$ cat src/rtl/dlsc_uart_rx_ext.sv
// Oversampling UART receiver: glitch filter, runtime frame format, one-word holding register.
// Define DLSC_UART_RX_BREAK_EN to add break detection and the break_det output.
module dlsc_uart_rx_ext #(
    parameter int DATA_MAX   = 8,
    parameter int OVERSAMPLE = 16,
    parameter int FILTER     = OVERSAMPLE/4
) (
    input  logic                          clk,
    input  logic                          rst,
    input  logic                          clk_en,
    input  logic                          rx,
    input  logic [$clog2(DATA_MAX+1)-1:0] cfg_data_bits,
    input  logic [1:0]                    cfg_parity,
    input  logic                          cfg_stop2,
    input  logic                          out_ready,
    output logic                          out_valid,
    output logic [DATA_MAX-1:0]           out_data,
    output logic                          out_frame_error,
    output logic                          out_parity_error,
    output logic                          overrun
`ifdef DLSC_UART_RX_BREAK_EN
    ,
    output logic                          break_det
`endif
);

    localparam int NB_W  = $clog2(DATA_MAX+1);
    localparam int CNT_W = $clog2(OVERSAMPLE);
    localparam logic [CNT_W-1:0] CNT_LAST = CNT_W'(OVERSAMPLE-1);
    localparam logic [CNT_W-1:0] CNT_MID  = CNT_W'(OVERSAMPLE/2-1);
    localparam logic [NB_W-1:0]  NB_MAX   = NB_W'(DATA_MAX);
    localparam logic [NB_W-1:0]  NB_MIN   = NB_W'(5);
`ifdef DLSC_UART_RX_BREAK_EN
    localparam bit BREAK_EN = 1'b1;
`else
    localparam bit BREAK_EN = 1'b0;
`endif

    typedef enum logic [2:0] {IDLE, START, DATA, PARITY, STOP} state_t;

    state_t              state, state_next;
    logic [FILTER-1:0]   filt, filt_next;
    logic                rxf, rxf_prev;
    logic [CNT_W-1:0]    cnt;
    logic [NB_W-1:0]     bit_cnt, nb_lat, shamt;
    logic [1:0]          par_lat;
    logic                stop2_lat, stop_idx;
    logic [DATA_MAX-1:0] sreg, data_fin;
    logic                par_acc, zero_acc, ferr, perr, brk_hold;
    logic                start_det, smp, par_en, done, brk;

    // Line filter: rxf only moves once FILTER consecutive ticks agree.
    always_comb begin
        filt_next[0] = rx;
        for (int i = 1; i < FILTER; i++) filt_next[i] = filt[i-1];
    end

    always_ff @(posedge clk) begin
        if (rst) begin
            filt     <= '1;
            rxf      <= 1'b1;
            rxf_prev <= 1'b1;
        end else if (clk_en) begin
            filt     <= filt_next;
            rxf_prev <= rxf;
            if (&filt_next)
                rxf <= 1'b1;
            else if (~|filt_next)
                rxf <= 1'b0;
        end
    end

    assign start_det = clk_en && (state == IDLE) && rxf_prev && !rxf && !brk_hold;
    assign smp       = clk_en && (state != IDLE) && (cnt == CNT_MID);
    assign par_en    = (par_lat == 2'd1) || (par_lat == 2'd2);
    assign shamt     = NB_MAX - nb_lat;
    assign data_fin  = sreg >> shamt;

    always_ff @(posedge clk) begin
        if (rst)
            state <= IDLE;
        else
            state <= state_next;
    end

    always_comb begin
        state_next = state;
        done       = 1'b0;
        brk        = 1'b0;
        case (state)
            IDLE:    if (start_det) state_next = START;
            START:   if (smp) state_next = rxf ? IDLE : DATA;
            DATA:    if (smp && (bit_cnt == nb_lat - 1'b1)) state_next = par_en ? PARITY : STOP;
            PARITY:  if (smp) state_next = STOP;
            STOP: begin
                if (smp) begin
                    // A break is recognised on the first stop bit, even in 2-stop mode.
                    if (BREAK_EN && !stop_idx && zero_acc && !rxf) begin
                        brk        = 1'b1;
                        state_next = IDLE;
                    end else if (!(stop2_lat && !stop_idx)) begin
                        done       = 1'b1;
                        state_next = IDLE;
                    end
                end
            end
            default: state_next = IDLE;
        endcase
    end

    always_ff @(posedge clk) begin
        if (rst) begin
            cnt       <= '0;
            bit_cnt   <= '0;
            nb_lat    <= NB_MIN;
            par_lat   <= '0;
            stop2_lat <= 1'b0;
            stop_idx  <= 1'b0;
            sreg      <= '0;
            par_acc   <= 1'b0;
            zero_acc  <= 1'b0;
            ferr      <= 1'b0;
            perr      <= 1'b0;
            brk_hold  <= 1'b0;
        end else begin
            if (start_det) begin
                cnt       <= '0;
                bit_cnt   <= '0;
                stop_idx  <= 1'b0;
                par_lat   <= cfg_parity;
                stop2_lat <= cfg_stop2;
                sreg      <= '0;
                par_acc   <= 1'b0;
                zero_acc  <= 1'b1;
                ferr      <= 1'b0;
                perr      <= 1'b0;
                if (cfg_data_bits > NB_MAX)
                    nb_lat <= NB_MAX;
                else if (cfg_data_bits < NB_MIN)
                    nb_lat <= NB_MIN;
                else
                    nb_lat <= cfg_data_bits;
            end else if (clk_en && (state != IDLE)) begin
                cnt <= (cnt == CNT_LAST) ? '0 : cnt + 1'b1;
            end else if (clk_en && brk_hold) begin
                // After a break, wait for one full bit time of idle line.
                if (!rxf)
                    cnt <= '0;
                else if (cnt == CNT_LAST) begin
                    cnt      <= '0;
                    brk_hold <= 1'b0;
                end else
                    cnt <= cnt + 1'b1;
            end

            if (smp) begin
                case (state)
                    DATA: begin
                        sreg     <= {rxf, sreg[DATA_MAX-1:1]};
                        par_acc  <= par_acc ^ rxf;
                        zero_acc <= zero_acc & ~rxf;
                        bit_cnt  <= bit_cnt + 1'b1;
                    end
                    PARITY: begin
                        perr     <= (par_acc ^ rxf) != (par_lat == 2'd1);
                        zero_acc <= zero_acc & ~rxf;
                    end
                    STOP: begin
                        ferr     <= ferr | ~rxf;
                        stop_idx <= 1'b1;
                    end
                    default: ;
                endcase
            end

            if (brk) begin
                brk_hold <= 1'b1;
                cnt      <= '0;
            end
        end
    end

    // Holding register: a completed frame is dropped only if the old word is not being taken.
    always_ff @(posedge clk) begin
        if (rst) begin
            out_valid        <= 1'b0;
            out_data         <= '0;
            out_frame_error  <= 1'b0;
            out_parity_error <= 1'b0;
            overrun          <= 1'b0;
        end else begin
            overrun <= 1'b0;
            if (done) begin
                if (!out_valid || out_ready) begin
                    out_valid        <= 1'b1;
                    out_data         <= data_fin;
                    out_frame_error  <= ferr | ~rxf;
                    out_parity_error <= perr;
                end else begin
                    overrun <= 1'b1;
                end
            end else if (out_ready) begin
                out_valid <= 1'b0;
            end
        end
    end

`ifdef DLSC_UART_RX_BREAK_EN
    always_ff @(posedge clk) begin
        if (rst)
            break_det <= 1'b0;
        else
            break_det <= brk;
    end
`endif

endmodule

$ cat config.mk
export PLATFORM = sky130hd
export DESIGN_NAME = dlsc_uart_rx_ext
export DESIGN_NICKNAME = d
export VERILOG_FILES = /design/src/rtl/dlsc_uart_rx_ext.sv
export SDC_FILE = /design/constraint.sdc
export NUM_CORES = 1
export LEC_CHECK = 0
export CORE_UTILIZATION = 55
export DETAILED_ROUTE_END_ITERATION = 6
export PLACE_DENSITY = 0.88
export SLEW_MARGIN = 20
export SYNTH_ARGS = -nofsm -noshare
export SYNTH_HDL_FRONTEND = slang
export SYNTH_SLANG_ARGS = --single-unit
export TNS_END_PERCENT = 50
$ cat constraint.sdc
create_clock -name clk -period 6.2 [get_ports clk]
set_input_delay 0.62 -clock clk [delete_from_list [all_inputs] [get_ports clk]]
set_output_delay 0.62 -clock clk [all_outputs]
set_load 0.02 [all_outputs]
======== Word-level counts from Yosys, hierarchy flattened ========
Cells that the tools add are included.
Widths: inputs -> output; s select.
operators by class
  shifts and indexed selects .............. 1
  reduce and logical (&&, ||, !) cells .... 23
  add/subtract/negate cells ............... 4
  equality and inequality tests ........... 18
  bitwise logic cells ..................... 4
  $lt $le $gt $ge ......................... 2
  mux-type cells .......................... 40
operators by type and width
  kind                 count
  $mux 4               7
  $mux 8               3
  $mux 1               21
  $mux 3               7
  $pmux 3 s5           1
  $ne 2x2->1 const B   7
  $add 4x1->4 const B  2
  $shr 8x4->8          1
  $logic_and 1x1->1    7
  $eq 3x2->1 const B   2
  $reduce_and 2->1     3
  $reduce_and 6->1     1
  $eq 4x3->1 const B   1
  $eq 4x4->1           1
  $eq 4x4->1 const B   1
  $gt 4x4->1 const B   1
  $lt 4x3->1 const B   1
  $reduce_and 4->1     1
  $reduce_or 2->1      2
  $reduce_or 4->1      1
  $sub 4x1->4 const B  1
  $sub 4x4->4 const A  1
  $eq 3x1->1 const B   1
  $eq 3x3->1 const B   1
  13 further kinds     17
word-level totals
  output and inout port bits .............. 12
  word-level logic and storage cells ...... 111
  flip-flop bits (word level) ............. 47
  input port bits ......................... 12

======== Logic depth before layout (Yosys ltp) ========
  depth in word-level cells ............... 7
  mapped depth ............................ 8
  depth with buffers taken out ............ 6

======== Least setup slack after synthesis ========
No wires, ideal clock.
  kind .................................... register to register
  start ................................... reg nb_lat[0]
  end ..................................... reg out_data[1]
  path slack .............................. 4,092 ps
  data required time ...................... 6,081 ps
  period minus slack after synthesis ...... 2,108 ps
  arrival time ............................ 1,988 ps
  cell stages (with the launch flop) ...... 9
  path through ............................ dfxtp_1 buf_2 clkinv_1 ha_1 buf_4 inv_1 mux4_2 mux2i_1 o21ai_1
on the way
  word-level cells in the longest chain between the ends .. 2
RTL lines
  what                    RTL line  text
  start, declared         45        logic [NB_W-1:0] bit_cnt, nb_lat, shamt;
  start signal, assigned  142       nb_lat <= cfg_data_bits;
  $sub 4x4->4             76        assign shamt = NB_MAX - nb_lat;
  $shr 8x4->8             77        assign data_fin = sreg >> shamt;
  end signal, assigned    196       out_data <= data_fin;
  end, declared           17        output logic [DATA_MAX-1:0] out_data,
No other way between the ends.
A chain may end at the register's enable or synchronous reset.

======== Worst setup path in the final report ========
  start ................................... reg nb_lat[0]
  end ..................................... reg out_data[0]
The elaborated chain is that of the path after synthesis.

==> impl_metrics.tcl <==
set metrics [dict create \
    worst_pin_slew_ns 0.874 \
    synth-edff-count 0 \
    drc 0 \
    p_leak_nw 0.987 \
    fin_crit_sh 0.421 \
    die_h_um 68.0 \
    clk_path_buf_depth 2 \
    path_cells "clkinv_1, ha_1, xor2_1, mux4_2, mux2i_1, o21ai_1" \
    cpMaxStageDelayCell "xor2_1" \
    start_util 0.585 \
    synth_seq_cells 47 \
    max_cap_viol_count 0 \
    report.final.slew_viol_count 0 \
    critPathKind "flop to flop" \
    yosys.area.top_type "dfxtp_1" \
    cts_resized 0 \
    finalSetupViolCount 0 \
    synth_area_leaders "dfxtp_1, mux2i_1, nand2_1" \
    tns_ns 0 \
    layout-drive-gt1-share 0.0827 \
    drtIter0Drc 215 \
    cts_tree "built" \
    power_frac_comb 0.056 \
    ctsHoldBuffers 0 \
    startpoint_type "flop" \
    nNetsFinal 293 \
    status "finished, final reports clean" \
    worstPathRequired_ns 6.39 \
    skew_ns 0.00270 \
    numCtsBuffers 5 \
    rows 23 \
    synthCells 264 \
    synth_cell_types 53 \
    die_x_um 68.0 \
    clk_latency_ns 0.30 \
    antenna_found_initial 0 \
    crit_arrival_ns 2.80 \
    max_slew_margin 0.414 \
    setup_slack_ns 3.59 \
    gp_congestion 0.864 \
    postCtsSetupBuffers 0 \
    fmax_mhz 383 \
    htreeDepth 2 \
    syn_nets 280 \
    cts_sinks 47 \
    maxUsedRoutingLayer "met4" \
    yosysSeqAreaShare 0.393 \
    grtUsageTotal 0.227 \
    grt_pass1_vias 1658 \
    p_clk_frac 0.402 \
    worstPathMaxFanout 11 \
    core-area_mm2 0.00409 \
    path_clk_slew_ns 0.08 \
    place_hpwl_um 3350 \
    post-route-min-period_ns 2.61 \
    synthArstFlopShare 0 \
    io_buffers 23 \
    cp-end-kind "flop" \
    p_switching_mw 0.125 \
    drt_first_pass_iters 5 \
    die-area_mm2 0.00462 \
    power_density_mw_per_mm2 213 \
    synth_area_mm2 0.00239 \
    pin_count 24 \
    vias 1981 \
    met3_length_um 281 \
    num_antenna_cells 0 \
    avgSynthCellArea_um2 9.06 \
    rsz0062_at_grt "false" \
    wl_met2_um 2250 \
    drt-total-wl_um 4820 \
    drt-met1-wl_um 2200 \
    p_sw_frac 0.217 \
    grt_start_max_net_pins 36 \
    p_seq_frac 0.542 \
    hold_viol 0 \
    p_int_mw 0.450 \
    grt_pass1_wl_um 7810 \
    wire_per_inst_um 14.7 \
    synth_top_area_frac 0.393 \
    yosysWarnings 0 \
    syn2layout_area_growth_pct 12.9 \
    hold_slack_ns 0.449 \
    hold_class "flop to flop" \
    place_ws_ns 3.37 \
    via_per_inst 6.04 \
    ys_top_cells_by_count "dfxtp_1, nand2_1, nor2_1, a21oi_1, mux2i_1" \
    cts_root_buf "clkbuf_8" \
    max_stage_delay_ns 0.65 \
    ir_worst_vdd_mv 0.149 \
    grt_overflow_total 0 \
    ys.flop_type "dfxtp_1" \
    fillers 331 \
    reg2reg_slack_ns 3.59 \
    yosysMostFrequentCell "dfxtp_1" \
    ant_nets 0 \
]
-- worst max-delay path, delay by kind of cell (launching register included) --
| kind | cells | cell delay [ns] |
|---|---|---|
| buffers and inverters | 1 | 0.31 |
| adders and majority gates | 1 | 0.29 |
| xor gates and xnor gates | 1 | 0.65 |
| muxes | 2 | 0.59 |
| DFF | 1 | 0.58 |
| AOI/OAI and AO/OA | 1 | 0.07 |
-- flip-flops by register name, summed over array words and instances, names as in the netlist, 2 cells and up --
name      cells
out_data      8
bit_cnt       4
cnt           4
filt          3
state         3
nb_lat        4
par_lat       2
sreg          8
-- metrics by stage --
stage	utilization	total power, mW	instance area (µm²)	std cells
floorplan	-	0.340	2390	264
global placement	0.632	0.349	2580	320
detailed placement	0.632	0.350	2580	320
CTS	0.661	0.577	2700	328
global route	0.661	0.596	2700	328
finish	0.661	0.575	2700	328
-- layout by cell type (no fill, tap or decap), types with 3 or more instances in the layout --
cell and instances:
dfxtp_1 47, nand2_1 32, clkdlybuf4s50_1 23, nor2_1 22
mux2i_1 15, a21oi_1 15, a22oi_1 10, nor3_1 8
xor2_1 7, a31oi_1 7, nand2b_1 6, o21ai_1 6
clkbuf_8 6, nand3_1 5, inv_1 4, and3_1 4
o21ai_0 4, ha_1 4, xnor2_1 3, a22o_1 3
nand4_1 3, nand3b_1 3
-- layout make-up --
class	instances	area, µm²	area share
multi-input cells	194	1320	0.490
flip-flops and latches	47	941	0.348
repair buffers	24	238	0.0880
clock buffers	6	82.6	0.0306
well taps	50	62.6	0.0232
clock inverters	2	35.0	0.0130
inverters	5	18.8	0.00695
-- cell families after synthesis --
logic type      Yosys count  share of synthesized area
simple gates            102                      0.234
compound gates           60                      0.175
flops                    47                      0.393
buf+inv                  23                     0.0539
mux                      18                     0.0863
xor+xnor                 10                     0.0366
fa+ha+maj                 4                     0.0209
-- power by group through the flow --
stage | Sequential [mW] | Combinational (mW) | Clock (mW)
6_report | 0.312 | 0.0320 | 0.231
5_1_grt | 0.313 | 0.0349 | 0.249
4_1_cts | 0.312 | 0.0318 | 0.234
3_5_place_dp | 0.319 | 0.0314 | 0
3_3_place_gp | 0.318 | 0.0302 | 0
2_1_floorplan | 0.314 | 0.0255 | 0
-- final timing paths --
| path | start | end | cells after the start |
|---|---|---|---|
| min | out_data[5] | out_data[5] | 2 |
| max | nb_lat[0] | out_data[0] | 6 |
| min reg2reg | out_data[5] | out_data[5] | 2 |
| max reg2reg | nb_lat[0] | out_data[0] | 6 |
-- per-layer routing --
metal  vias up  global-route usage
met3        13              0.0467
met5         -                   0
met1       912               0.317
met4         0              0.0677
li1        984                   -
met2        72               0.348
No activity file was read; power rests on OpenSTA's default activity.
